## src/rtl/max_stream_driver_pkg.sv

```systemverilog
// rtl/max_stream_driver_pkg.sv - shared widths, FSM states and record layout for the stream driver
package max_stream_driver_pkg;

  localparam int DATA_W = 8;
  localparam int SEL_W  = 3;
  localparam int CNT_W  = 3;
  localparam int DEPTH  = 7;

  typedef enum logic [2:0] {
    ST_IDLE,
    ST_HDR,
    ST_SEND,
    ST_WAIT,
    ST_FIN
  } state_e;

  typedef struct packed {
    logic [DATA_W-1:0] a;
    logic [DATA_W-1:0] b;
    logic [DATA_W-1:0] c;
    logic [DATA_W-1:0] instr;
    logic [SEL_W-1:0]  sel;
  } record_t;

endpackage

```

## src/rtl/max_stream_driver_if.sv

```systemverilog
// rtl/max_stream_driver_if.sv - framed operand stream towards the second-maximum finder
interface max_stream_driver_if import max_stream_driver_pkg::*; ();

  logic              start;
  logic [CNT_W-1:0]  count;
  logic              valid;
  logic [DATA_W-1:0] data_a;
  logic [DATA_W-1:0] data_b;
  logic [DATA_W-1:0] data_c;
  logic [DATA_W-1:0] instruction;
  logic [SEL_W-1:0]  select;
  logic [DATA_W-1:0] result;

  modport master (
    output start, count, valid, data_a, data_b, data_c, instruction, select,
    input  result
  );

  modport slave (
    input  start, count, valid, data_a, data_b, data_c, instruction, select,
    output result
  );

endinterface

```

## src/rtl/max_stream_slots.sv

```systemverilog
// rtl/max_stream_slots.sv - record register file, one write port and one combinational read port
module max_stream_slots import max_stream_driver_pkg::*; #(
  parameter int N_SLOTS = DEPTH
) (
  input  logic             clk,
  input  logic             rst_n,
  input  logic             wr_en_i,
  input  logic [CNT_W-1:0] wr_addr_i,
  input  record_t          wr_data_i,
  input  logic [CNT_W-1:0] rd_addr_i,
  output record_t          rd_data_o
);

  record_t slot_q [N_SLOTS];

  // Addresses beyond the last slot are silently dropped on write and read as zero.
  always_ff @(posedge clk or negedge rst_n) begin
    if (!rst_n) begin
      for (int i = 0; i < N_SLOTS; i++) slot_q[i] <= '0;
    end else if (wr_en_i && (int'(wr_addr_i) < N_SLOTS)) begin
      slot_q[wr_addr_i] <= wr_data_i;
    end
  end

  assign rd_data_o = (int'(rd_addr_i) < N_SLOTS) ? slot_q[rd_addr_i] : '0;

endmodule

```

## src/rtl/max_stream_driver.sv

```systemverilog
// rtl/max_stream_driver.sv - replays buffered operand records as one framed stream and captures the reply
module max_stream_driver import max_stream_driver_pkg::*; #(
  parameter int RESULT_WAIT = 2
) (
  input  logic              clk,
  input  logic              rst_n,
  input  logic              load_en_i,
  input  logic [CNT_W-1:0]  load_addr_i,
  input  logic [DATA_W-1:0] load_a_i,
  input  logic [DATA_W-1:0] load_b_i,
  input  logic [DATA_W-1:0] load_c_i,
  input  logic [DATA_W-1:0] load_instr_i,
  input  logic [SEL_W-1:0]  load_sel_i,
  input  logic              go_i,
  input  logic [CNT_W-1:0]  n_items_i,
  input  logic              hold_i,
  output logic              busy_o,
  output logic [DATA_W-1:0] result_out_o,
  output logic              done_o,
  max_stream_driver_if.master strm
);

  localparam int WAIT_W = (RESULT_WAIT < 2) ? 1 : $clog2(RESULT_WAIT + 1);
  localparam logic [WAIT_W-1:0] WAIT_BEAT  = WAIT_W'(RESULT_WAIT);
  // With no beats the header cycle itself is the reference, one cycle earlier than WAIT entry.
  localparam logic [WAIT_W-1:0] WAIT_EMPTY = WAIT_W'(RESULT_WAIT - 1);

  state_e            state_q, state_d;
  logic [CNT_W-1:0]  n_q, n_d;
  logic [CNT_W-1:0]  idx_q, idx_d;
  logic [WAIT_W-1:0] wait_q, wait_d;

  logic              start_q, start_d;
  logic [CNT_W-1:0]  count_q, count_d;
  logic              valid_q, valid_d;
  record_t           beat_q, beat_d;
  logic              busy_q, busy_d;
  logic              done_q, done_d;
  logic [DATA_W-1:0] result_q, result_d;

  record_t           rd_rec;
  record_t           wr_rec;
  logic              issue;
  logic              last_beat;
  logic              capture;

  assign wr_rec = '{a: load_a_i, b: load_b_i, c: load_c_i, instr: load_instr_i, sel: load_sel_i};

  max_stream_slots #(.N_SLOTS(DEPTH)) u_slots (
    .clk       (clk),
    .rst_n     (rst_n),
    .wr_en_i   (load_en_i && (state_q == ST_IDLE)),
    .wr_addr_i (load_addr_i),
    .wr_data_i (wr_rec),
    .rd_addr_i (idx_q),
    .rd_data_o (rd_rec)
  );

  // A beat is launched on the edge leaving HDR or SEND, so the header is followed directly by data.
  assign issue     = ((state_q == ST_HDR) || (state_q == ST_SEND)) && (n_q != '0) && !hold_i;
  assign last_beat = issue && (idx_q == n_q - CNT_W'(1));
  assign capture   = (state_q == ST_WAIT) && (wait_q == '0);

  always_ff @(posedge clk or negedge rst_n) begin
    if (!rst_n) begin
      state_q <= ST_IDLE;
      n_q     <= '0;
      idx_q   <= '0;
      wait_q  <= '0;
    end else begin
      state_q <= state_d;
      n_q     <= n_d;
      idx_q   <= idx_d;
      wait_q  <= wait_d;
    end
  end

  always_comb begin
    state_d = state_q;
    n_d     = n_q;
    idx_d   = idx_q;
    wait_d  = wait_q;
    case (state_q)
      ST_IDLE: begin
        if (go_i) begin
          state_d = ST_HDR;
          n_d     = n_items_i;
          idx_d   = '0;
        end
      end
      ST_HDR, ST_SEND: begin
        if (n_q == '0) begin
          state_d = ST_WAIT;
          wait_d  = WAIT_EMPTY;
        end else begin
          state_d = ST_SEND;
          if (issue) idx_d = idx_q + CNT_W'(1);
          if (last_beat) begin
            state_d = ST_WAIT;
            wait_d  = WAIT_BEAT;
          end
        end
      end
      ST_WAIT: begin
        if (wait_q == '0) state_d = ST_FIN;
        else              wait_d  = wait_q - WAIT_W'(1);
      end
      ST_FIN:  state_d = ST_IDLE;
      default: state_d = ST_IDLE;
    endcase
  end

  always_comb begin
    start_d  = (state_d == ST_HDR);
    count_d  = start_d ? n_d : '0;
    valid_d  = issue;
    beat_d   = issue ? rd_rec : '0;
    busy_d   = (state_d != ST_IDLE);
    done_d   = (state_d == ST_FIN);
    result_d = capture ? strm.result : result_q;
  end

  always_ff @(posedge clk or negedge rst_n) begin
    if (!rst_n) begin
      start_q  <= 1'b0;
      count_q  <= '0;
      valid_q  <= 1'b0;
      beat_q   <= '0;
      busy_q   <= 1'b0;
      done_q   <= 1'b0;
      result_q <= '0;
    end else begin
      start_q  <= start_d;
      count_q  <= count_d;
      valid_q  <= valid_d;
      beat_q   <= beat_d;
      busy_q   <= busy_d;
      done_q   <= done_d;
      result_q <= result_d;
    end
  end

  assign strm.start       = start_q;
  assign strm.count       = count_q;
  assign strm.valid       = valid_q;
  assign strm.data_a      = beat_q.a;
  assign strm.data_b      = beat_q.b;
  assign strm.data_c      = beat_q.c;
  assign strm.instruction = beat_q.instr;
  assign strm.select      = beat_q.sel;
  assign busy_o           = busy_q;
  assign done_o           = done_q;
  assign result_out_o     = result_q;

endmodule

```

## src/flat_wrapper.sv

```systemverilog
// flat-port wrapper written by rule: the top's interface ports become plain ports
module max_stream_driver_flat import max_stream_driver_pkg::*;
#(
  parameter int RESULT_WAIT = 2
)
  (clk, rst_n, load_en_i, load_addr_i, load_a_i, load_b_i, load_c_i, load_instr_i, load_sel_i, go_i, n_items_i, hold_i, busy_o, result_out_o, done_o, strm_start, strm_count, strm_valid, strm_data_a, strm_data_b, strm_data_c, strm_instruction, strm_select, strm_result);
  max_stream_driver_if strm_i ();
  input  logic clk;
  input  logic rst_n;
  input  logic load_en_i;
  input  logic [CNT_W-1:0] load_addr_i;
  input  logic [DATA_W-1:0] load_a_i;
  input  logic [DATA_W-1:0] load_b_i;
  input  logic [DATA_W-1:0] load_c_i;
  input  logic [DATA_W-1:0] load_instr_i;
  input  logic [SEL_W-1:0] load_sel_i;
  input  logic go_i;
  input  logic [CNT_W-1:0] n_items_i;
  input  logic hold_i;
  output logic busy_o;
  output logic [DATA_W-1:0] result_out_o;
  output logic done_o;
  output wire logic [$bits(strm_i.start)-1:0] strm_start;
  output wire logic [$bits(strm_i.count)-1:0] strm_count;
  output wire logic [$bits(strm_i.valid)-1:0] strm_valid;
  output wire logic [$bits(strm_i.data_a)-1:0] strm_data_a;
  output wire logic [$bits(strm_i.data_b)-1:0] strm_data_b;
  output wire logic [$bits(strm_i.data_c)-1:0] strm_data_c;
  output wire logic [$bits(strm_i.instruction)-1:0] strm_instruction;
  output wire logic [$bits(strm_i.select)-1:0] strm_select;
  input wire logic [$bits(strm_i.result)-1:0] strm_result;
  assign strm_start = strm_i.start;
  assign strm_count = strm_i.count;
  assign strm_valid = strm_i.valid;
  assign strm_data_a = strm_i.data_a;
  assign strm_data_b = strm_i.data_b;
  assign strm_data_c = strm_i.data_c;
  assign strm_instruction = strm_i.instruction;
  assign strm_select = strm_i.select;
  assign strm_i.result = strm_result;
  max_stream_driver #(.RESULT_WAIT(RESULT_WAIT)) u_core (.clk(clk), .rst_n(rst_n), .load_en_i(load_en_i), .load_addr_i(load_addr_i), .load_a_i(load_a_i), .load_b_i(load_b_i), .load_c_i(load_c_i), .load_instr_i(load_instr_i), .load_sel_i(load_sel_i), .go_i(go_i), .n_items_i(n_items_i), .hold_i(hold_i), .busy_o(busy_o), .result_out_o(result_out_o), .done_o(done_o), .strm(strm_i));
endmodule
```

## config.mk

```make
export PLATFORM = sky130hd
export DESIGN_NAME = max_stream_driver_flat
export DESIGN_NICKNAME = d
export VERILOG_FILES = /design/src/rtl/max_stream_driver_pkg.sv /design/src/rtl/max_stream_driver_if.sv /design/src/rtl/max_stream_slots.sv /design/src/rtl/max_stream_driver.sv /design/src/flat_wrapper.sv
export SDC_FILE = /design/constraint.sdc
export NUM_CORES = 1
export LEC_CHECK = 0
export ABC_CLOCK_PERIOD_IN_PS = 2009
export CAP_MARGIN = 10
export CORE_MARGIN = 5
export CORE_UTILIZATION = 33
export CTS_CLUSTER_DIAMETER = 200
export CTS_CLUSTER_SIZE = 16
export DETAILED_ROUTE_END_ITERATION = 8
export MAX_ROUTING_LAYER = met4
export PLACE_DENSITY = 0.54
export SYNTH_ARGS = -nofsm -noshare
export SYNTH_HDL_FRONTEND = slang
export SYNTH_SLANG_ARGS = --single-unit
export TNS_END_PERCENT = 5
```

## constraint.sdc

```tcl
create_clock -name clk -period 2.01 [get_ports clk]
set_input_delay 0.201 -clock clk [delete_from_list [all_inputs] [get_ports clk]]
set_output_delay 0.201 -clock clk [all_outputs]
set_load 0.1 [all_outputs]
```

* Word-level counts from Yosys, hierarchy flattened
Index checks and enable logic that the tools add are counted. W data, S select, Z words.
Word-level totals: bits in registers 306, ROM bits 0, logic and storage cells 114, bits in writable memories 0, memories kept 0, latch bits 0, input bits 54, output and inout bits 50
Cells by class: div/mod/pow operators 0, multipliers 0, shift operators 0, equality and inequality tests 11, bitwise gates (word level) 2, add/sub/neg operators 3, multiplexer cells 24, reductions and logical operators 19, $lt $le $gt $ge 5
Operator list (count):
- $bwmux W245 | 1
- $mux W35 | 5
- $bmux W35 S3 | 1
- $demux W35 S3 | 1
- $mux W3 | 9
- $pmux W3 S3 | 1
- $ge A4 B4 Y1 const B | 2
- $not A3 Y4 | 2
- $logic_and A1 B1 Y1 | 7
- $eq A3 B1 Y1 const B | 2
- $eq A3 B2 Y1 const B | 2
- $logic_not A3 Y1 | 2
- $lt A3 B3 Y1 const B | 2
- $mux W2 | 3
- $ne A2 B2 Y1 const B | 3
- $pmux W3 S2 | 1
- $reduce_bool A3 Y1 | 2
- $lt A4 B1 Y1 const B | 1
- $pmux W2 S2 | 1
- $reduce_and A4 Y1 | 1
- $reduce_bool A2 Y1 | 2
- $add A3 B1 Y3 const B | 1
- $eq A3 B3 Y1 | 1
- $eq A3 B3 Y1 const B | 1
- 10 further kinds | 10

* Longest topological paths before layout
Gate-level depths: netlist of the first run.
depth in word-level cells 10, depth in mapped cells 8, gate-level depth less buffers 7

* Cells and area by module
A second synthesis of the first run with hierarchy kept.
Unflattened totals: cells, all modules 965, area, all modules 13589.3 sq um
Modules (own cells, without submodules):
- max_stream_slots | sequential area each 6130.9 sq um, area each 11270.8 sq um, cells an instance 801, instances 1
- max_stream_driver | sequential area each 1526.5 sq um, area each 2318.5 sq um, cells an instance 164, instances 1

* Worst setup path after synthesis of the first run
Ideal clock, no wire load.
path type register to register, from register u_core.state_q[1], to register u_core.u_slots.slot_q[192] in the netlist's numbering, setup slack -0.071 ns, setup time 0.125 ns, arrival time 1.956 ns, cell stages (with the launch flop) 8, path through dfrtp_1 buf_2 nor4b_4 nand2b_1 buf_2 nor3b_4 buf_6 mux2_2
Between the ends: word-level cells in the longest chain between the ends 3
Ends and longest elaborated chain:
- from (decl) | line max_stream_driver.sv:28 | state_e state_q, state_d;
- from (signal assigned) | line max_stream_driver.sv:71 | state_q <= state_d;
- $logic_not A3 Y1 | line max_stream_driver.sv:52 | .wr_en_i (load_en_i && (state_q == ST_IDLE)),
- $logic_and A1 B1 Y1 | line max_stream_driver.sv:52
- $logic_and A1 B1 Y1 | line max_stream_slots.sv:20 | end else if (wr_en_i && (int'(wr_addr_i) < N_SLOTS)) begin
- to (signal, indexed assignment) | line max_stream_slots.sv:21 | slot_q[wr_addr_i] <= wr_data_i;
- to (decl) | line max_stream_slots.sv:14 | record_t slot_q [N_SLOTS];
No other way between the ends. A chain may end at the register's enable or synchronous reset.

* Final worst setup path of the first run
from register u_core.state_q[0], to register u_core.u_slots.slot_q[178] in the netlist's numbering
Same word-level chain as after synthesis.

==> reports/qor.yml, run 1 <==
floorplanning:
  die-area_um2: 43920
  ios: 104
  die_height_um: 209.6
  die_x_um: 209.6
  initial_utilization_pct: 33.23
  core_um2: 39550
  rows: 73
synthesis:
  yosys_register_bits: 306
  synth_top_family_by_area: "multiplexers"
  synthXorXnorAreaFrac_pct: 0.3808
  synthesis.nets: 972
  synth_area_um2: 13140
  synth_warnings: 0
  ys_seq_area_share_pct: 58.26
  synth-simple-area-share_pct: 4.836
  synth_mux_area_share_pct: 29.73
  synth_cell_types: 40
  synth_fa_ha_area_share_pct: 0.3808
  synthCells: 914
  synth_compound_area_share_pct: 3.913
  syn_area_per_cell_um2: 14.38
placed_design:
  place_hpwl_um: 18810
  io_buffers: 103
  routabilityCongestion: 0.7004
  placedCellCount: 1545
cts:
  ctsHtreeMaxLevel: 1
  cts_tree: "yes"
  clkLatencyLatePin_ns: 0.53
  cts_buffers: 23
  clk_pin_slew_ns: 0.08
  cts.sinks: 306
  root_buffer: "clkbuf_16"
  cts_buffer_depth: 3
route:
  avgRoutedWirePerCell_um: 19.30
  wl_um: 30500
  postRouteAntennaNets: 0
  first_pass_iters: 4
  route.detailed.drc: 0
  via_per_inst: 4.894
  initialDrtViolationCount: 261
  num_vias: 7733
critical_path:
  slowest_delay_ns: 0.43
  crit_fanout: 11
  worstPathArrival_ns: 2.42
  worst_path_most_repeated_cell: "buf_6"
  crit_end: "u_core.u_slots.slot_q[178]"
  r2r_end: "u_core.u_slots.slot_q[178]"
  worstPathRequired_ns: 2.42
  slowest_stage: "dfrtp_1"
  r2r_slack_ns: 0.003
  rr_worst_depth: 7
  start_kind: "flop"
  r2r_start: "u_core.state_q[0]"
  critPathKind: "reg -> reg"
  end_kind: "flop"
  path_cells: "nor4b_4, nand2b_1, buf_6, nor3b_4, buf_6, buf_12, mux2_2"
  critPathLaunch: "u_core.state_q[0]"
cells_and_area:
  stdcell_count: 1580
  final_util_pct: 40.62
  ff_latch_area_um2: 7670
  layout_commonest_cell: "dfrtp_1"
  areaGrowthSynthToFinish_pct: 22.25
  multi_input_area_um2: 5340
  fin_nets: 1111
  layout-drive-gt1-share_pct: 41.56
  layout_common_cells: "dfrtp_1, mux2_2, buf_4"
  fillers: 3709
global_route:
  overflow: 0
  grt_pass1_wl_um: 49090
  gr-usage-all-layers_pct: 14.24
  grt_pass1_vias: 8368
  antenna_found_initial: 1
  grt_max_degree: 60
flow_run:
  maxCapViolCount: 0
sta:
  rsz0062_at_grt: "true"
  fin_hold_ws_ns: 0.1773
  hold_viol_final: 0
  tightest_slew_ns: 0.7184
  max_freq_ghz: 0.4983
  min_period_ns: 2.007
  final-setup-viol-count: 0
  slew_headroom_pct: 52.11
  period_share_pct: 99.84
  finClkSkew_ns: 0.01521
  finalMaxSlewViolations: 0
power:
  switchingPower_w: 0.01024
  pwr_density_cell_nw_per_um2: 1666
  ir_drop_mv: 0.8093
  p_int_w: 0.01652
  p_leak_nw: 7.153
  clkPwrFrac_pct: 15.8
  p_comb_share_pct: 44.3
  swShare_pct: 38.26
  p_seq_share_pct: 39.9
outcome:
  status: "finished clean"
min_path:
  hp-class: "in -> async"
-- flip-flops by register name, summed over array words and instances, names as in the netlist, 2 cells and up --
name                     cells
u_core.idx_q                 3
u_core.n_q                   3
u_core.result_out_o          8
u_core.state_q               3
u_core.strm.count            3
u_core.strm.data_a           8
u_core.strm.data_b           8
u_core.strm.data_c           8
u_core.strm.instruction      8
u_core.strm.select           3
u_core.u_slots.slot_q      245
u_core.wait_q                2
-- area by class of cell --
| cell class | count | share of cell area (%) |
|---|---|---|
| tap | 525 | 4.088 |
| antenna | 1 | 0.01558 |
| sequential | 306 | 47.74 |
| clock buffer | 24 | 3.606 |
| multi-input combinational | 541 | 33.24 |
| timing repair buffer | 172 | 10.93 |
| inverter | 9 | 0.2258 |
| clock inverter | 2 | 0.1558 |
-- timing repair --
action	in CTS	in global routing
pin swaps	3	3
setup buffers	5	0
hold endpoints to repair	49	0
gates cloned	2	0
gates resized for setup	20	36
endpoints found under the setup margin	81	119
hold buffers	1	0
-- power groups by stage --
stage	logic (W)	clock network, W	registers, W
final	0.0119	0.00422	0.0107
after global routing	0.0128	0.00463	0.0111
after CTS	0.0118	0.00441	0.0107
after detailed placement	0.0116	0	0.0108
after global placement	0.0115	0	0.0107
after floorplan	0.00604	0	0.0130
-- logic make-up (layout without fill, tap and decap cells) --
group                    Yosys count  after routing
flip-flops                       306            306
XOR/XNOR                           4              4
AO/OA/AOI/OAI                     83             83
other                              0              1
AND/OR/NAND/NOR                  134            134
adder cells (fa/ha/maj)            4              4
buffers and inverters             67            207
multiplexers                     316            316
-- through the flow --
stage	TNS, ns	cell area (um2)	total power, W	worst slack [ns]
6_report	0	16070	0.02676	0.003194
5_1_grt	-6.446	16070	0.02847	-0.1205
4_1_cts	-0.1386	15920	0.02684	-0.01519
3_5_place_dp	-26.53	15160	0.02242	-0.2721
3_3_place_gp	-25.15	15160	0.02218	-0.2552
2_1_floorplan	-1.616	13170	0.01905	-0.03791
-- layer usage --
metal	up-vias	track usage, %	share of wire [%]
met4	0	2.295	1.6
met2	83	23.33	48
met5	-	-	0
met1	4071	19.40	47
li1	3550	-	-
met3	29	2.063	3.2
-- cell usage after synthesis --
| cell type | number | share of area (%) |
|---|---|---|
| buf_1 | 8 | 0.23 |
| o22ai_1 | 1 | 0.048 |
| o21ai_0 | 6 | 0.23 |
| and3_1 | 1 | 0.048 |
| or3_1 | 2 | 0.095 |
| clkinv_1 | 1 | 0.029 |
| buf_6 | 6 | 0.51 |
| nor2_2 | 1 | 0.048 |
| buf_2 | 16 | 0.61 |
| nor3b_4 | 2 | 0.29 |
| and2_1 | 3 | 0.14 |
| nor4b_4 | 1 | 0.18 |
| nand2_1 | 30 | 0.86 |
| nand2b_1 | 2 | 0.095 |
| mux2_2 | 222 | 19 |
| clkbuf_1 | 25 | 0.71 |
| a211oi_1 | 35 | 2.0 |
| a21o_1 | 3 | 0.17 |
| buf_4 | 3 | 0.17 |
| nor4_1 | 1 | 0.048 |
| nand4b_1 | 3 | 0.20 |
| nor2b_1 | 2 | 0.095 |
| nand2_2 | 1 | 0.048 |
| mux2_1 | 23 | 2.0 |
| or4_1 | 1 | 0.057 |
| mux4_2 | 35 | 6.0 |
| dfrtp_1 | 306 | 58 |
| a21oi_1 | 37 | 1.4 |
| mux2i_1 | 36 | 2.7 |
| ha_1 | 4 | 0.38 |
| inv_1 | 8 | 0.23 |
| nand3_1 | 4 | 0.15 |
| nor3_1 | 2 | 0.076 |
| xor3_1 | 1 | 0.18 |
| a21boi_0 | 1 | 0.057 |
| nor2_1 | 75 | 2.1 |
| nor3_4 | 1 | 0.12 |
| nand3b_1 | 1 | 0.057 |
| xnor2_1 | 3 | 0.20 |
| nand4bb_1 | 1 | 0.086 |
-- how the worst min path moves through the flow --
stage | start | to | slack [ns] | cells after the start
final | rst_n | u_core.u_slots.slot_q[99] | 0.18 | 2
after global routing | strm_result[6] | u_core.result_out_o[6] | 0.20 | 3
after CTS | strm_result[5] | u_core.result_out_o[5] | 0.18 | 3
after detailed placement | rst_n | u_core.u_slots.slot_q[99] | 0.16 | 1
after global placement | rst_n | u_core.u_slots.slot_q[99] | 0.16 | 1
after floorplan | rst_n | u_core.busy_o | -0.09 | 0
-- critical path: cells and delay by family (launching register included) --
kind	cells	cell delay [ns]
muxes	1	0.34
DFF	1	0.43
buffers and inverters	3	0.45
and+or+nand+nor	3	0.67
Power figures use the tool's default switching activity.
==> inputs of run 2 (changes only) <==
Settings changed: SYNTH_HIERARCHICAL set to 1.
==> run 2 against run 1 <==
Compared with the run above: register-to-register slack better by 0.06 ns; non-clock buffer count decreased by 4; global-route usage grew 0.58 points; cell area is 1.4% higher; clock-buffer cell count did not move; synthesized cell count rose by 5.6%; die area is 3.2% higher; sequential share of layout area decreased by 0.72 points; critical path type unchanged; highest routed layer unchanged.
==> reports/qor.yml, run 2 <==
outcome:
  status: "finished clean"  # unchanged
synthesis:
  synth_edf_count: 0  # unchanged
  synth_area_um2: 13590  # was 13140 um2
  synth.most_common_cell: "dfrtp_1"  # unchanged
  ys_seq_area_share_pct: 56.35  # was 58.26%
  synth_cell_types: 40  # unchanged
  synthesis.nets: 1023  # was 972
  synthArstFlopShare_pct: 100.0  # unchanged
  synth_top_area_cell: "dfrtp_1"  # unchanged
  synthCells: 965  # was 914
  ys_top_cells_by_count: "dfrtp_1, mux2_2, mux2i_1"  # was dfrtp_1, mux2_2, nor2_1
  synthTopCellsByArea: "dfrtp_1, mux2_2, mux2i_1"  # was dfrtp_1, mux2_2, mux4_2
  synth_warnings: 6  # was 0
  synth_top_area_share_pct: 56.35  # was 58.26%
  yosys_register_bits: 306  # unchanged
  syn_area_per_cell_um2: 14.08  # was 14.38 um2
  ys.flop_type: "dfrtp_1"  # unchanged
critical_path:
  r2r_start: "u_core/state_q[1]"  # was u_core.state_q[0]
  slowest_stage: "dfrtp_1"  # unchanged
  worstPathRequired_ns: 2.40  # was 2.42 ns
  slowest_delay_ns: 0.41  # was 0.43 ns
  path_cells: "nor3_4, and2_4, nand2b_4, nor3b_4, buf_12, mux2_2"  # was nor4b_4, nand2b_1, buf_6, nor3b_4, buf_6, buf_12, mux2_2
  critPathKind: "reg -> reg"  # unchanged
  start_kind: "flop"  # unchanged
  critPathLaunch: "u_core/state_q[1]"  # was u_core.state_q[0]
  end_kind: "flop"  # unchanged
  worstPathArrival_ns: 2.34  # was 2.42 ns
  crit_fanout: 23  # was 11
power:
  p_leak_nw: 7.525  # was 7.153 nW
  ir_drop_mv: 0.5937  # was 0.8093 mV
  power.total_w: 0.02465  # was 0.02676 W
  pwr_density_cell_nw_per_um2: 1512  # was 1666 nW/um2
floorplanning:
  rows: 74  # was 73
  die_height_um: 212.9  # was 209.6 um
  core_um2: 40830  # was 39550 um2
  ios: 104  # unchanged
  initial_utilization_pct: 33.28  # was 33.23%
  die_x_um: 212.9  # was 209.6 um
  die-area_um2: 45340  # was 43920 um2
cells_and_area:
  multi_input_area_um2: 5619  # was 5340 um2
  layout_commonest_cell: "dfrtp_1"  # unchanged
  areaGrowthSynthToFinish_pct: 19.93  # was 22.25%
  fillers: 3854  # was 3709
  ff_latch_area_um2: 7664  # was 7670 um2
  layout_common_cells: "dfrtp_1, mux2_2, mux2i_1"  # was dfrtp_1, mux2_2, buf_4
  layout-drive-gt1-share_pct: 40.84  # was 41.56%
  top_register: "u_core/u_slots/slot_q"  # was u_core.u_slots.slot_q
  stdcell_count: 1633  # was 1580
  fin_nets: 1155  # was 1111
  largest_register_ffs: 245  # unchanged
route:
  avgRoutedWirePerCell_um: 19.84  # was 19.30 um
  route.detailed.drc: 0  # unchanged
  initialDrtViolationCount: 333  # was 261
  wl_um: 32410  # was 30500 um
  postRouteAntennaNets: 0  # unchanged
  via_per_inst: 4.905  # was 4.894
  first_pass_iters: 4  # unchanged
  num_vias: 8010  # was 7733
cts:
  cts_setup_buffers: 0  # was 5
  cts_buffer_depth: 3  # unchanged
  cts_tree: "yes"  # unchanged
  clkLatencyLatePin_ns: 0.52  # was 0.53 ns
  cts_buffers: 23  # unchanged
  cts.sinks: 306  # unchanged
  root_buffer: "clkbuf_16"  # unchanged
  ctsHtreeMaxLevel: 1  # unchanged
  clk_pin_slew_ns: 0.08  # about the same
min_path:
  hp-class: "in -> async"  # unchanged
placed_design:
  place_hpwl_um: 21400  # was 18810 um
  placedCellCount: 1603  # was 1545
  routabilityCongestion: 0.7069  # was 0.7004
  io_buffers: 103  # unchanged
global_route:
  antenna_found_initial: 4  # was 1
  grt_pass1_wl_um: 51420  # was 49090 um
  gr-usage-all-layers_pct: 14.82  # was 14.24%
  overflow: 0  # unchanged
  grt_pass1_vias: 8544  # was 8368
  grt_max_degree: 59  # was 60
sta:
  fin_hold_ws_ns: 0.2150  # was 0.1773 ns
  final-setup-viol-count: 0  # unchanged
  min_period_ns: 1.942  # was 2.007 ns
  rsz0062_at_grt: "true"  # unchanged
  tightest_slew_ns: 0.5186  # was 0.7184 ns
  period_share_pct: 96.62  # was 99.84%
  max_freq_ghz: 0.5149  # was 0.4983 GHz
  finClkSkew_ns: 0.01753  # was 0.01521 ns
  hold_viol_final: 0  # unchanged
  finalMaxSlewViolations: 0  # unchanged
  slew_headroom_pct: 65.42  # was 52.11%
flow_run:
  maxCapViolCount: 0  # unchanged
==> run 2: power breakdown <==
| group | switching, W | leakage (nW) | internal [W] |
|---|---|---|---|
| clock | 0.00213 | 0.292 | 0.00205 |
| sequential | 0.00108 | 4.02 | 0.00820 |
| combinational | 0.00664 | 3.21 | 0.00455 |
==> run 2: layout make-up <==
cell class | instances | share of cell area (%)
Tap cell | 532 | 4.084
Clock buffer | 24 | 3.554
Antenna cell | 4 | 0.06142
Timing Repair Buffer | 168 | 10.56
Inverter | 6 | 0.1382
Sequential cell | 306 | 47.02
Multi-Input combinational cell | 592 | 34.48
Clock inverter | 1 | 0.09980
==> run 2: worst max-delay path, delay by kind of cell, from the launching register on <==
kind | cells | cell delay, ns
mux | 1 | 0.35
buf+inv | 1 | 0.24
flops | 1 | 0.41
simple gates | 4 | 0.80
==> run 2: repair_timing <==
action | CTS | global route
resized for setup | 0 | 3
endpoints found under the hold margin | 48 | 0
endpoints found under the setup margin | 0 | 16
hold buffers | 1 | 0
==> run 2: path summary, 6_finish.rpt <==
path | slack [ns] | end | depth (start not counted)
setup reg to reg | 0.07 | u_core/u_slots/slot_q[141] | 6
min in group clk | 0.28 | u_core/result_out_o[7] | 2
max in group asynchronous | 1.01 | u_core/u_slots/slot_q[12] | 4
hold / removal | 0.22 | u_core/strm.select[1] | 2
setup / recovery | 0.07 | u_core/u_slots/slot_q[141] | 6
hold reg to reg | 0.49 | u_core/u_slots/slot_q[144] | 1
==> run 2: kinds of logic (layout without fill, tap and decap cells) <==
| logic type | Yosys count | after routing | share of synthesized area, % |
|---|---|---|---|
| multiplexers | 362 | 362 | 29.02 |
| flip-flops | 306 | 306 | 56.35 |
| adder cells (fa/ha/maj) | 4 | 4 | 0.3683 |
| XOR/XNOR | 5 | 5 | 0.3222 |
| AND/OR/NAND/NOR | 140 | 140 | 6.528 |
| other | 0 | 4 | 0 |
| AO/OA/AOI/OAI | 81 | 81 | 4.640 |
| buffers and inverters | 67 | 199 | 2.771 |
==> run 2: stage by stage <==
step	instance area, um2	TNS (ns)	setup WS, ns	utilization (%)
after global placement	15670	0	0.007595	38.37
after floorplan	13590	0	0.009024	-
after detailed placement	15670	-0.1709	-0.01937	38.37
final	16300	0	0.06787	39.92
after CTS	16270	0	0.02699	39.85
after global routing	16300	-0.06650	-0.02372	39.92
==> run 2: routing by layer <==
layer	GRT usage [%]	vias to the layer above	wire length, um
met5	-	-	0
met1	20.59	4180	15660
li1	-	3701	-
met2	23.08	94	14970
met4	3.553	0	622
met3	2.292	35	1147
==> inputs of run 3 (changes only) <==
Settings changed: ABC_CLOCK_PERIOD_IN_PS 2009 to 1800, CORE_UTILIZATION 33 to 45, PLACE_DENSITY 0.54 to 0.66.
Clock period 2.01 ns to 1.8 ns, I/O delays scaled along.
==> run 3 against run 2 <==
Compared with the run above: the run now ends with setup timing left; global-route usage rose by 3.6 points; worst hold slack got worse by 0.055 ns; clock power rose by 11%; non-clock buffer count rose by 5; clock-buffer cell count did not move; setup slack got worse by 0.23 ns; sequential share of layout area fell by 0.55 points; fmax fell by 0.94%; critical path depth rose by 1; sequential power rose by 11%.
==> reports/qor.yml, run 3 (same netlist as run 2, synthesis figures left out) <==
sta:
  final-setup-viol-count: 171  # was 0
  finalMaxSlewViolations: 0  # unchanged
  slew_headroom_pct: 72.35  # was 65.42%
  min_period_ns: 1.960  # was 1.942 ns
  tightest_slew_ns: 0.4147  # was 0.5186 ns
  setup_ws_ns: -0.1605  # was 0.06787 ns
  hold_viol_final: 0  # unchanged
  rsz0062_at_grt: "true"  # unchanged
  max_freq_ghz: 0.5101  # was 0.5149 GHz
  period_share_pct: 108.9  # was 96.62%
  finClkSkew_ns: 0.01113  # was 0.01753 ns
global_route:
  overflow: 0  # unchanged
  grt_max_degree: 71  # was 59
  antenna_found_initial: 0  # was 4
  grt_pass1_vias: 8520  # was 8544
  gr-usage-all-layers_pct: 18.43  # was 14.82%
  grt_pass1_wl_um: 48850  # was 51420 um
critical_path:
  end_kind: "flop"  # unchanged
  worstPathArrival_ns: 2.36  # was 2.34 ns
  rr_worst_depth: 7  # was 6
  critPathKind: "reg -> reg"  # unchanged
  r2r_end: "u_core/u_slots/slot_q[85]"  # was u_core/u_slots/slot_q[141]
  r2r_start: "u_core/state_q[1]"  # unchanged
  worstPathRequired_ns: 2.20  # was 2.40 ns
  crit_fanout: 7  # was 23
  start_kind: "flop"  # unchanged
  r2r_slack_ns: -0.16  # was 0.07 ns
  critPathLaunch: "u_core/state_q[1]"  # unchanged
cells_and_area:
  largest_register_ffs: 245  # unchanged
  areaGrowthSynthToFinish_pct: 21.34  # was 19.93%
  insertedDiodeCount: 0  # was 4
  fin_nets: 1160  # was 1155
  layout_common_cells: "dfrtp_1, mux2_2, mux2i_1"  # unchanged
  layout-drive-gt1-share_pct: 41.61  # was 40.84%
  finish.instance_area_um2: 16490  # was 16300 um2
  layout_commonest_cell: "dfrtp_1"  # unchanged
  top_register: "u_core/u_slots/slot_q"  # unchanged
placed_design:
  io_buffers: 103  # unchanged
  routabilityCongestion: 0.7439  # was 0.7069
  placedInstanceArea_um2: 15460  # was 15670 um2
  place_hpwl_um: 19650  # was 21400 um
cts:
  cts_buffers: 23  # unchanged
  cts_tree: "yes"  # unchanged
  cts_buffer_depth: 3  # unchanged
  clkLatencyLatePin_ns: 0.52  # about the same
  root_buffer: "clkbuf_16"  # unchanged
  cts.sinks: 306  # unchanged
  ctsHtreeMaxLevel: 1  # unchanged
  clk_pin_slew_ns: 0.07  # was 0.08 ns
route:
  num_vias: 8066  # was 8010
  dr_wl_met3_um: 876  # was 1147 um
  via_per_inst: 5.403  # was 4.905
  dr.max_layer_used: "met4"  # unchanged
  wl_met1_um: 14370  # was 15660 um
  initialDrtViolationCount: 394  # was 333
  postRouteAntennaNets: 0  # unchanged
  first_pass_iters: 4  # unchanged
  route.detailed.drc: 0  # unchanged
  wl_um: 30640  # was 32410 um
  dr_wl_met2_um: 15010  # was 14970 um
  avgRoutedWirePerCell_um: 20.52  # was 19.84 um
power:
  ir_drop_mv: 1.000  # was 0.5937 mV
  pwr_density_cell_nw_per_um2: 1701  # was 1512 nW/um2
  power.total_w: 0.02805  # was 0.02465 W
  p_leak_nw: 7.675  # was 7.525 nW
flow_run:
  maxCapViolCount: 0  # unchanged
min_path:
  hp-class: "in -> async"  # unchanged
floorplanning:
  core_um2: 29720  # was 40830 um2
  die_x_um: 183.8  # was 212.9 um
  initial_utilization_pct: 45.73  # was 33.28%
  die-area_um2: 33770  # was 45340 um2
  ios: 104  # unchanged
  die_height_um: 183.8  # was 212.9 um
  rows: 63  # was 74
outcome:
  status: "finished, violations left"  # was finished clean
  violations: "setup timing"
[run 3: cell count changes in the layout (fill, tap and decap cells not counted), moves of 2 or more]
| cell | change |
|---|---|
| clkbuf_16 | +2 |
| inv_2 | +2 |
| diode_2 | -4 |
| mux2_4 | +64 |
| ha_4 | +2 |
| ha_1 | -2 |
| inv_1 | -2 |
| mux2_2 | -63 |
[run 3: worst max path at each step]
stage	end	depth (start not counted)	slack, ns
2_1_floorplan	u_core/u_slots/slot_q[100]	7	-0.20
3_3_place_gp	u_core/u_slots/slot_q[102]	6	-0.12
3_5_place_dp	u_core/u_slots/slot_q[71]	6	-0.17
4_1_cts	u_core/u_slots/slot_q[74]	6	-0.17
5_1_grt	u_core/u_slots/slot_q[85]	7	-0.22
6_report	u_core/u_slots/slot_q[85]	7	-0.16
[run 3: layer usage]
metal	vias up	GRT usage [%]
met2	104	30.02
met4	0	2.632
met5	-	-
met1	4227	25.85
li1	3709	-
met3	26	2.078
[run 3: cell type report]
cell class / count / area [um2]
Timing Repair Buffer: 173 / 1810
Multi-Input combinational cell: 592 / 5902
Fill cell: 2429 / 13230
Inverter: 6 / 22.52
Clock inverter: 2 / 25.02
Tap cell: 390 / 488.0
Sequential cell: 306 / 7662
Clock buffer: 24 / 579.3
[run 3: critical path, cell delays in order (launching register included)]
cell and delay [ns]:
dfrtp_1 0.41, nor3_4 0.21, and2_4 0.22, nand2b_4 0.10, nor3b_4 0.23, buf_6 0.19, buf_6 0.15, mux2_2 0.34
[run 3: per-stage QoR]
step           cells  hold slack (ns)  utilization, %  TNS (ns)  worst slack, ns
6_report        1493           0.1596           55.49    -11.35          -0.1605
5_1_grt         1493           0.1781           55.49    -29.08          -0.2170
4_1_cts         1488           0.1595           54.55    -14.74          -0.1685
3_5_place_dp    1461           0.1193           52.01    -18.23          -0.1698
3_3_place_gp    1461           0.1207           52.01    -14.40          -0.1168
2_1_floorplan    965          -0.1156               -    -19.79          -0.2010
[run 3: power by group]
group          internal (W)  switching (W)  total, W
combinational       0.00555        0.00751    0.0131
clock               0.00230        0.00234   0.00464
sequential          0.00916        0.00118    0.0103
[run 3: repair_timing]
item / in CTS / in global routing
gates cloned: 0 / 2
setup buffers: 0 / 3
hold endpoints to repair: 207 / 0
setup endpoints to repair: 235 / 246
hold buffers: 1 / 0
pin swaps: 5 / 8
gates resized for setup: 28 / 54
